### src/rtl/fp32_to_dlfloat16.sv
// fp32_to_dlfloat16: two-stage FP32 -> DLFloat16 converter with valid/ready handshakes.
//   Stage 1 unpacks the FP32 operand, rebiases the exponent and rounds the mantissa to 9 bits.
//   Stage 2 classifies (special, zero, overflow, underflow, normal) and packs the result.
// Ports:
//   clk, rst            clock, asynchronous active-high reset
//   in_valid/in_ready   input handshake; in_data (FP32) and rnd_mode (1 = truncate) go with it
//   out_valid/out_ready output handshake; out_data (DLFloat16), out_flags {nv, nx, of, uf, dz}
//   sticky_flags        OR of out_flags over transferred results; clr_flags clears it
module fp32_to_dlfloat16 #(
   parameter bit SATURATE = 1'b1
) (
   input  logic        clk,
   input  logic        rst,
   input  logic        in_valid,
   output logic        in_ready,
   input  logic [31:0] in_data,
   input  logic        rnd_mode,
   output logic        out_valid,
   input  logic        out_ready,
   output logic [15:0] out_data,
   output logic [4:0]  out_flags,
   output logic [4:0]  sticky_flags,
   input  logic        clr_flags
);

   // ---------------- Stage 1: unpack and round ----------------
   logic [7:0]         e32;
   logic [22:0]        m32;
   logic               guard;
   logic               sticky;
   logic               round_up;
   logic [9:0]         mant_sum;
   logic signed [9:0]  e16_raw;

   logic               s1_valid_d, s1_valid_q;
   logic               s1_sign_d, s1_sign_q;
   logic signed [9:0]  s1_e16_d, s1_e16_q;
   logic [8:0]         s1_mant_d, s1_mant_q;
   logic               s1_inexact_d, s1_inexact_q;
   logic               s1_special_d, s1_special_q;  // e32 == 255
   logic               s1_zero_d, s1_zero_q;        // e32 == 0
   logic               s1_mnz_d, s1_mnz_q;          // m32 != 0

   logic               in_fire;
   logic               s2_adv;

   assign e32      = in_data[30:23];
   assign m32      = in_data[22:0];
   assign guard    = m32[13];
   assign sticky   = |m32[12:0];
   assign round_up = !rnd_mode & guard & (sticky | m32[14]);
   assign mant_sum = {1'b0, m32[22:14]} + {9'd0, round_up};
   assign e16_raw  = $signed({2'b00, e32}) - 10'sd96;

   // Stage 2 accepts new data when empty or when its current result leaves this cycle.
   assign s2_adv   = !out_valid | out_ready;
   assign in_ready = !s1_valid_q | s2_adv;
   assign in_fire  = in_valid & in_ready;

   always_comb begin
      s1_sign_d    = in_data[31];
      // A carry out of the mantissa leaves sum[8:0] == 0, which is the required mantissa.
      s1_mant_d    = mant_sum[8:0];
      s1_e16_d     = mant_sum[9] ? e16_raw + 10'sd1 : e16_raw;
      s1_inexact_d = guard | sticky;
      s1_special_d = (e32 == 8'hFF);
      s1_zero_d    = (e32 == 8'h00);
      s1_mnz_d     = (m32 != 23'd0);
      if (in_fire) begin
         s1_valid_d = 1'b1;
      end else if (s2_adv) begin
         s1_valid_d = 1'b0;
      end else begin
         s1_valid_d = s1_valid_q;
      end
   end

   always_ff @(posedge clk or posedge rst) begin
      if (rst) begin
         s1_valid_q   <= 1'b0;
         s1_sign_q    <= 1'b0;
         s1_e16_q     <= '0;
         s1_mant_q    <= '0;
         s1_inexact_q <= 1'b0;
         s1_special_q <= 1'b0;
         s1_zero_q    <= 1'b0;
         s1_mnz_q     <= 1'b0;
      end else begin
         s1_valid_q <= s1_valid_d;
         if (in_fire) begin
            s1_sign_q    <= s1_sign_d;
            s1_e16_q     <= s1_e16_d;
            s1_mant_q    <= s1_mant_d;
            s1_inexact_q <= s1_inexact_d;
            s1_special_q <= s1_special_d;
            s1_zero_q    <= s1_zero_d;
            s1_mnz_q     <= s1_mnz_d;
         end
      end
   end

   // ---------------- Stage 2: classify and pack ----------------
   logic [15:0] pk_data;
   logic [4:0]  pk_flags;
   logic [15:0] ovf_data;

   logic        out_valid_d, out_valid_q;
   logic [15:0] out_data_d, out_data_q;
   logic [4:0]  out_flags_d, out_flags_q;
   logic [4:0]  sticky_d, sticky_q;

   assign ovf_data = !SATURATE ? 16'hFFFF : (s1_sign_q ? 16'hFDFE : 16'h7DFE);

   always_comb begin
      pk_data  = {s1_sign_q, s1_e16_q[5:0], s1_mant_q};
      pk_flags = {1'b0, s1_inexact_q, 3'b000};
      if (s1_special_q) begin
         pk_data  = 16'hFFFF;
         pk_flags = s1_mnz_q ? 5'b10000 : 5'b00100;
      end else if (s1_zero_q) begin
         // FP32 zeros and subnormals both flush to the single unsigned zero code.
         pk_data  = 16'h0000;
         pk_flags = s1_mnz_q ? 5'b01010 : 5'b00000;
      end else if ((s1_e16_q >= 10'sd63) || ((s1_e16_q == 10'sd62) && (s1_mant_q == 9'h1FF))) begin
         // e16 == 62 with an all-ones mantissa would alias the 0x7DFF/0xFDFF codes.
         pk_data  = ovf_data;
         pk_flags = 5'b01100;
      end else if ((s1_e16_q <= 10'sd0) || ((s1_e16_q == 10'sd1) && (s1_mant_q == 9'h000))) begin
         pk_data  = s1_sign_q ? 16'h8201 : 16'h0201;
         pk_flags = 5'b01010;
      end
   end

   always_comb begin
      out_valid_d = out_valid_q;
      out_data_d  = out_data_q;
      out_flags_d = out_flags_q;
      if (s2_adv) begin
         out_valid_d = s1_valid_q;
         if (s1_valid_q) begin
            out_data_d  = pk_data;
            out_flags_d = pk_flags;
         end
      end
      // Clear wins over a same-cycle merge.
      if (clr_flags) begin
         sticky_d = 5'b00000;
      end else if (out_valid_q & out_ready) begin
         sticky_d = sticky_q | out_flags_q;
      end else begin
         sticky_d = sticky_q;
      end
   end

   always_ff @(posedge clk or posedge rst) begin
      if (rst) begin
         out_valid_q <= 1'b0;
         out_data_q  <= 16'h0000;
         out_flags_q <= 5'b00000;
         sticky_q    <= 5'b00000;
      end else begin
         out_valid_q <= out_valid_d;
         out_data_q  <= out_data_d;
         out_flags_q <= out_flags_d;
         sticky_q    <= sticky_d;
      end
   end

   assign out_valid    = out_valid_q;
   assign out_data     = out_data_q;
   assign out_flags    = out_flags_q;
   assign sticky_flags = sticky_q;

endmodule

### config.mk
export PLATFORM = sky130hd
export DESIGN_NAME = fp32_to_dlfloat16
export DESIGN_NICKNAME = d
export VERILOG_FILES = /design/src/rtl/fp32_to_dlfloat16.sv
export SDC_FILE = /design/constraint.sdc
export NUM_CORES = 1
export LEC_CHECK = 0
export CAP_MARGIN = 10
export CORE_MARGIN = 3
export CORE_UTILIZATION = 57
export DETAILED_ROUTE_END_ITERATION = 10
export DONT_BUFFER_PORTS = 1
export GPL_TIMING_DRIVEN = 0
export PLACE_DENSITY_LB_ADDON = 0.25
export SETUP_SLACK_MARGIN = 0.3
export SYNTH_ARGS = -nofsm -noshare
export SYNTH_HDL_FRONTEND = slang
export SYNTH_SLANG_ARGS = --single-unit
### constraint.sdc
create_clock -name clk -period 1.8 [get_ports clk]
set_input_delay 0.36 -clock clk [delete_from_list [all_inputs] [get_ports clk]]
set_output_delay 0.36 -clock clk [all_outputs]
set_load 0.03 [all_outputs]
==> results of run 1 <==
==> cell usage after synthesis, drive strengths merged, types with 2 or more instances <==
| cell | number | area, um^2 |
|---|---|---|
| a21o | 2 | 15.0 |
| a32o | 2 | 20.0 |
| nor4b | 2 | 17.5 |
| xor2 | 7 | 61.3 |
| nor2 | 26 | 97.6 |
| a31oi | 12 | 75.1 |
| clkbuf | 7 | 26.3 |
| dfrtp | 50 | 1250 |
| ha | 6 | 75.1 |
| o22ai | 11 | 68.8 |
| nor4 | 6 | 37.5 |
| or3 | 3 | 23.8 |
| inv | 12 | 45.0 |
| and2 | 2 | 12.5 |
| nand2 | 35 | 131 |
| nand4 | 6 | 37.5 |
| nand2b | 5 | 31.3 |
| or4 | 5 | 41.3 |
| and3 | 3 | 18.8 |
| nand3 | 12 | 60.1 |
| xnor2 | 7 | 61.3 |
| a21oi | 4 | 20.0 |
| o21ai | 32 | 171 |
| buf | 4 | 31.3 |
| o31ai | 2 | 15.0 |
| nor3 | 12 | 65.1 |
| a31o | 2 | 17.5 |
==> layout make-up <==
class / instances / area (um^2) / share of cell area (%)
Buffer: 11 / 121 / 3.55
Clock buffer: 7 / 86.3 / 2.52
Clock inverter: 1 / 5.00 / 0.146
Inverter: 12 / 48.8 / 1.43
Multi-Input combinational cell: 219 / 1620 / 47.3
Sequential cell: 50 / 1250 / 36.6
Tap cell: 52 / 65.1 / 1.90
Timing Repair Buffer: 22 / 224 / 6.54
==> worst max path at each step <==
stage                     slack, ns       start     endpoint  depth (start not counted)
after floorplan               -0.53  in_data[7]  s1_e16_q[5]                          9
final                         -0.29  in_data[7]  s1_e16_q[8]                          9
after global routing          -0.36  in_data[7]  s1_e16_q[5]                          9
after global placement        -0.65  in_data[7]  s1_e16_q[5]                          9
after CTS                     -0.29  in_data[7]  s1_e16_q[5]                          9
after detailed placement      -0.69  in_data[7]  s1_e16_q[5]                          9
==> cells in the final DEF (no fill, tap or decap), types with 3 or more instances in the layout <==
cell type,instances
ha_1,4
nand3_1,8
a31oi_1,11
nand2_1,28
nand4_1,6
o21ai_1,14
inv_1,10
nand2_2,5
o22ai_2,11
clkbuf_1,3
nor4_1,4
nor3_1,10
or4_4,4
buf_4,13
buf_6,13
nor2_1,25
dfrtp_1,49
xnor2_1,6
o21ai_0,15
xor2_1,6
nand2b_1,4
a21oi_1,4
clkbuf_8,7
==> timing repair <==
action	in CTS	in global routing
gates resized for setup	63	36
pin swaps	25	16
hold endpoints to repair	0	0
buffers inserted	17	1
gates cloned	2	2
endpoints found under the setup margin	43	43
==> power by group through the flow <==
stage | clock network, mW | registers (mW) | logic (mW)
5_1_grt | 0.723 | 1.77 | 0.847
3_3_place_gp | 0 | 1.75 | 0.479
6_report | 0.669 | 1.74 | 0.780
2_1_floorplan | 0 | 1.69 | 0.413
3_5_place_dp | 0 | 1.75 | 0.495
4_1_cts | 0.663 | 1.72 | 0.678
==> through the flow <==
step	utilization, %	worst slack, ns	total power, mW	cells	area [um^2]
after floorplan	-	-0.528	2.11	292	2700
after global placement	62.6	-0.647	2.22	344	2770
after detailed placement	62.6	-0.695	2.25	344	2770
after CTS	73.3	-0.288	3.06	371	3240
after global routing	77.5	-0.356	3.34	374	3420
final	77.5	-0.290	3.19	374	3420
==> kinds of logic (layout without fill, tap and decap cells) <==
logic type / Yosys count / in the layout
adders and majority gates: 6 / 6
DFF: 50 / 50
AOI/OAI and AO/OA: 75 / 75
muxes: 2 / 2
xor gates and xnor gates: 14 / 14
buffers and inverters: 23 / 53
and+or+nand+nor: 120 / 120
other: 1 / 2
==> state kept, by name, indices dropped and copies added (netlist names) <==
name,flops
out_data,16
s1_e16_q,10
s1_mant_q,9
out_flags,4
sticky_flags,4
out_valid,1
s1_inexact_q,1
s1_mnz_q,1
s1_sign_q,1
s1_special_q,1
s1_valid_q,1
s1_zero_q,1
==> layer usage <==
layer,track usage [%],part of all wire (%)
met1,29.9,39
met2,42.1,50
met3,6.89,7.3
met4,10.3,3.6
met5,0,0
==> worst register-to-register path, delay by kind of cell, from the launching register on <==
| family | cells | cell delay (ns) |
|---|---|---|
| simple gates | 2 | 0.95 |
| flops | 1 | 0.40 |
| compound gates | 2 | 0.26 |
| buf+inv | 1 | 0.16 |
==> run summary, run 1 <==
The flow ran to the end, but the final reports show violations. The final reports fail on negative setup slack. Of the available clock period, the critical path in the final layout requires 116%. The xor and xnor fraction of the mapped netlist area is between 4 and 5%. The number of buffers added on ports is 0. The final routed wire length divided by cell count came out at between 15 and 20 um. The path class of the tightest hold or removal check is in -> reg.

The number of antenna violations at the first check in global routing came out at 0. The number of antenna diodes in the final layout is 0. The number of max-cap violations came out at 0. The Yosys step of the flow raised 0 warnings. The tightest hold path in the finished design has a slack of 0.102 ns. The sequential power share is between 50% and 60%.

The transition at the pin with the smallest max-transition slack came out at a little over 1 ns. Together, buffers and inverters on the worst path number 0. The hold buffer count at CTS is 0. The area enclosed by the die boundary is 5510 um^2. By area, the combinational part of the netlist is dominated by simple AND/OR/NAND/NOR gates. The count of routing violations after the opening detailed-route iteration came out at 140. The critical path goes through or4_4, or4_4, nor3_4, nor3b_2, ha_2, nand3_4, nor4_2, a31o_2, a31oi_1. The analysis attributes to cell leakage a power of approximately 1.4 nW. The mean number of vias per cell is 6.57.

The arrival time at the worst endpoint is approximately 2.3 ns. The CTS tree is built. The global-route wire length before repair is 10.5 mm. The clock drives 50 sinks.

The post-synthesis average cell area came out at ~9 um^2. The aggregate global-route resource usage came out at around a quarter. Dividing total power by cell area gives a power density of 932 nW/um^2. The switching component of the power is approximately 1.2 mW.

The total count of hold-check failures in the final report is 0. The top achievable clock speed came out at about 480 MHz. The number of buffers added by the clock tree synthesis step is 5.

The simple-gate share of the synthesized area is 22.6%. The later pin in the worst-skew pair is clocked with a latency of between 0.3 and 0.4 ns. On the critical path the largest part of the delay comes from simple AND/OR/NAND/NOR gates. The element type at the critical path end is a flip-flop. Clock-pin slew was measured on the worst setup and hold paths at 0.09 ns. The half-perimeter wire length after placement is roughly 4.4 mm.

The total setup violations reported at the end of the flow came out at 32. The fraction of the mapped netlist area in adder cells came out at 2.83%. The smallest clock period supported by the final layout is computed as about 2.1 ns.

The hold path depth is 1. Before antenna repair, the detailed router went through 4 iterations. Once detail routing completed, the nets flagged for antenna violations numbered 0.

The number of pins with negative max-slew slack in the final report is 0. The cell type with the highest occurrence count on the critical path is or4_4. The synthesized design contains 0 enable-type register cells. The proportion of synthesized area in mux cells is less than 1%.

The number of instances in the synthesized netlist is 291. The maximum fanout count along the critical path is 3. The share of total power in combinational logic is 24.5%. The worst hold path begins at clr_flags.

The post-synthesis instance area came out at about 2700 um^2. The worst setup slack after layout is -0.290 ns. CTS built an H-tree with a depth of 2.

The via count of the first global-routing pass came out at around 2300. The switching fraction of total power came out at a little under two fifths. Counting flops and latches in the post-synthesis netlist gives 50.

The overall die width is between 70 and 80 um. The setup path with the least slack is of type in -> reg. The number of distinct library cells after synthesis is between 40 and 50. The required time of the critical path is ~2 ns. The delay of the slowest cell on the worst path came out at about 0.50 ns. The capture endpoint of the worst hold path is sticky_flags[2]. The power share of the clock group is about a fifth. In the final design database the tool counted roughly 370 nets. The share of layout cells above drive strength 1 came out at 29.5%. The slack of the worst reg-to-reg path is -0.10 ns.

The congestion estimate from routability-driven global placement came to 0.871. The async set-reset flop share out of synthesis is 100%. In this run the critical register-to-register path is launched from s1_e16_q[3]. The starting density of the core came out at between 60% and 70%. The y dimension of the die came out at about 74 um. The worst slew margin relative to its limit came out at roughly a third. The clock skew after layout came out at approximately 0.0062 ns. Setup repair after global routing could not meet its margin everywhere.

After floorplanning, the core was sized to cover between 4000 and 5000 um^2. The maximum clock path buffer count is 2. The register area share after synthesis is ~47%. The number of top-level pins is 66. In this run the core area contains 24 standard-cell rows.

The worst setup path is launched from an input port. The worst register-to-register path has a depth of 5. The critical path's slowest cell is or4_4. For the final routed database, the setup TNS stands at -4.93 ns. Entering global routing, the biggest net connects 51 pins. The DRC violation count after routing came out at 0. The compound-gate portion of the synthesized area is between 10% and 20%.

The layout has just under 300 filler cells. The number of vias in the routed layout came out at roughly 2500. The worst register-to-register path ends at out_data[10]. The worst ir drop on vdd came out at approximately 0.37 mV. The area growth from synthesis to layout is 29.1%. The total wirelength of the detailed-routed design came out at 7.08 mm. The total congestion overflow after global routing is 0. Internal power comes to around 2.0 mW.

The tree is rooted in a clkbuf_8. Among all flip-flop cells after synthesis, the most frequent one is dfrtp_1.
Power figures use the tool's default switching activity.
==> inputs of run 2 (changes only) <==
Settings changed: CORE_UTILIZATION 57 to 45.
Clock period 1.8 ns to 2.3 ns, I/O delays scaled along.
==> run summary, run 2 (synthesized netlist as in run 1, its figures left out) <==
The run finished with clean final reports. Leaving out fill and tap cells, the most frequent cell in the layout is dfrtp_1. The critical setup path kind is in -> reg. The total congestion overflow after global routing is 0 (unchanged). The top cell types in the final layout, fill and taps aside, are 49 x dfrtp_1, 34 x nand2_1, 26 x nor2_1. The number of antenna violations at the first check in global routing came out at 0 (unchanged).

The antenna diode instance count came to 0 (unchanged). The total chip power came out at 2.25 mW (-29%). The number of buffers added on ports is 0 (unchanged). The transition at the pin with the smallest max-transition slack is 0.542 ns (-0.472 ns). The top achievable clock speed is approximately 460 MHz. The total negative setup slack came out at 0 ns (+4.93 ns). CTS placed an instance of clkbuf_8 at the clock tree root. Setup repair after global routing could not meet its margin everywhere. The count of H-tree levels built during CTS is 2 (unchanged). The clock period could shrink to about 2.2 ns. The DRC violation count after routing is 0 (unchanged). The via count of the first global-routing pass is 2058 (-9.9%). The number of top-level pins came out at 66 (unchanged). The number of flip-flops in the largest register is 16 (unchanged). The clock skew after layout came to 0.00442 ns (-0.00177 ns). The hold buffer count at CTS is 0 (unchanged). The final routed wire length divided by cell count was 16.1 um (-15%).

The number of placed cells counting well taps came out at 365 (+6.1%). The routability congestion estimate from global placement is 0.870 (about the same). The maximum fanout count along the critical path came to 4 (+1). The total setup violations reported at the end of the flow is 0 (-100%).

The mean number of vias per cell came out at 5.75 (-13%). The required time of the critical path is 2.52 ns (+0.50 ns). The overall die width was 82.8 um (+12%). Compared with the post-synthesis result, the final layout area differs by 14.0%.

The clock-pin slew on the worst setup and hold paths came out at 0.08 ns (about the same). The final cell count without fillers is 377 (+0.80%). The y dimension of the die is 82.8 um (+12%). In this run the worst hold path is classified as in -> async. The element type at the critical path end is a flip-flop. The number of rows created at floorplan is 27 (+13%).

The sink count of the clock tree is 50 (unchanged). The final antenna-violating net count is 0 (unchanged). The arrival time at the worst endpoint came out at 2.40 ns (+0.09 ns). The half-perimeter wire length after placement came to 4.72 mm (+7.4%). The aggregate global-route resource usage is 18.9% (-6.0 points). The length in cells of the worst reg-to-reg path is 5 (unchanged). The total wirelength of the detailed-routed design is 6.05 mm (-14%).

TritonCTS built the clock tree. The area of the core region came out at 5610 um^2 (+27%). STA classifies the critical path startpoint as an input port. The number of vias in the routed layout is 2166 (-12%). The final layout net count came out at 350 (-4.1%).

The number of buffers added by the clock tree synthesis step came out at 5 (unchanged). The count of routing violations after the opening detailed-route iteration came out at 93 (-34%). The later-pin clock latency in the skew report came out at 0.29 ns (-0.02 ns).

The number of search-and-repair iterations in the first detailed-routing pass came out at 4 (unchanged). The total leakage power is 1.20 nW (-13%). The global-route wire length before repair came out at 9.90 mm (-5.6%). The worst slew margin relative to its limit came out at 63.7% (+31 points). The part of the cycle the worst path needs came out at about 95%.

The number of max-cap violations is 0 (unchanged). The share of layout cells above drive strength 1 is 15.4% (-14 points). The number of pins with negative max-slew slack in the final report is 0 (unchanged).

The power density over the cells came out at 745 nW/um^2 (-20%). The maximum clock path buffer count is 2 (unchanged). The pin count of the biggest net entering global routing came to 28 (-45%).

The starting density of the core is 47.3% (-13 points). The total count of hold-check failures in the final report is 0 (unchanged). The worst ir drop on vdd is 0.354 mV (-5.0%).

The area enclosed by the die boundary is 6850 um^2 (+24%).
run 2: changes by cell type in the layout (fill, tap and decap cells not counted), sizes merged:
cell,previous run,this run
inv,11,12
buf,28,11
clkbuf,12,13
clkinvlp,1,0
clkinv,1,0
run 2: critical path: stages:
cell and delay [ns]:
or4_4 0.50, or4_4 0.44, nor3_4 0.15, nor3b_2 0.07
ha_2 0.22, nand3_4 0.11, nor4_2 0.07, a31o_2 0.22
a31oi_1 0.15
run 2: per-layer routing:
metal / part of all wire, % / GRT usage [%]
met4: 1.1 / 4.41
met5: 0 / 0
met1: 45 / 25.5
met2: 46 / 30.0
met3: 8.0 / 5.42
run 2: final timing paths:
| kind | start | to | slack [ns] |
|---|---|---|---|
| max in group asynchronous | rst | s1_mant_q[6] | 1.71 |
| min in group clk | clr_flags | sticky_flags[1] | 0.22 |
| worst min register to register | s1_sign_q | s1_sign_q | 0.49 |
| worst max-delay path | in_data[7] | s1_e16_q[8] | 0.12 |
| worst min-delay path | rst | out_data[1] | 0.08 |
| worst max register to register | s1_e16_q[9] | out_data[1] | 0.35 |
run 2: repair_timing:
item	4_1_cts	5_1_grt
setup buffers	5	1
endpoints found under the hold margin	0	0
pin swaps	13	9
setup endpoints to repair	24	29
gates resized for setup	19	23
run 2: through the flow:
| step | hold slack (ns) | utilization (%) | cell area [um^2] | worst slack (ns) |
|---|---|---|---|---|
| floorplan | 0.446 | - | 2670 | -0.129 |
| global route | 0.0952 | 53.9 | 3020 | 0.0103 |
| finish | 0.0757 | 53.9 | 3020 | 0.118 |
| detailed placement | 0.409 | 49.6 | 2780 | -0.330 |
| global placement | 0.464 | 49.2 | 2760 | -0.246 |
| CTS | 0.0864 | 52.9 | 2960 | 0.0910 |
run 2: report_power, final:
part	internal (mW)	leakage, nW	total, mW	switching, mW
logic	0.183	0.570	0.405	0.222
clock network	0.232	0.0431	0.493	0.261
registers	1.02	0.585	1.35	0.331
total	1.44	1.20	2.25	0.814
run 2: final cells by class:
class | count | area, um^2
Buffer | 11 | 61.3
Clock buffer | 6 | 82.6
Fill cell | 534 | 2580
Inverter | 12 | 45.0
Multi-Input combinational cell | 219 | 1420
Sequential cell | 50 | 1250
Tap cell | 72 | 90.1
Timing Repair Buffer | 7 | 68.8
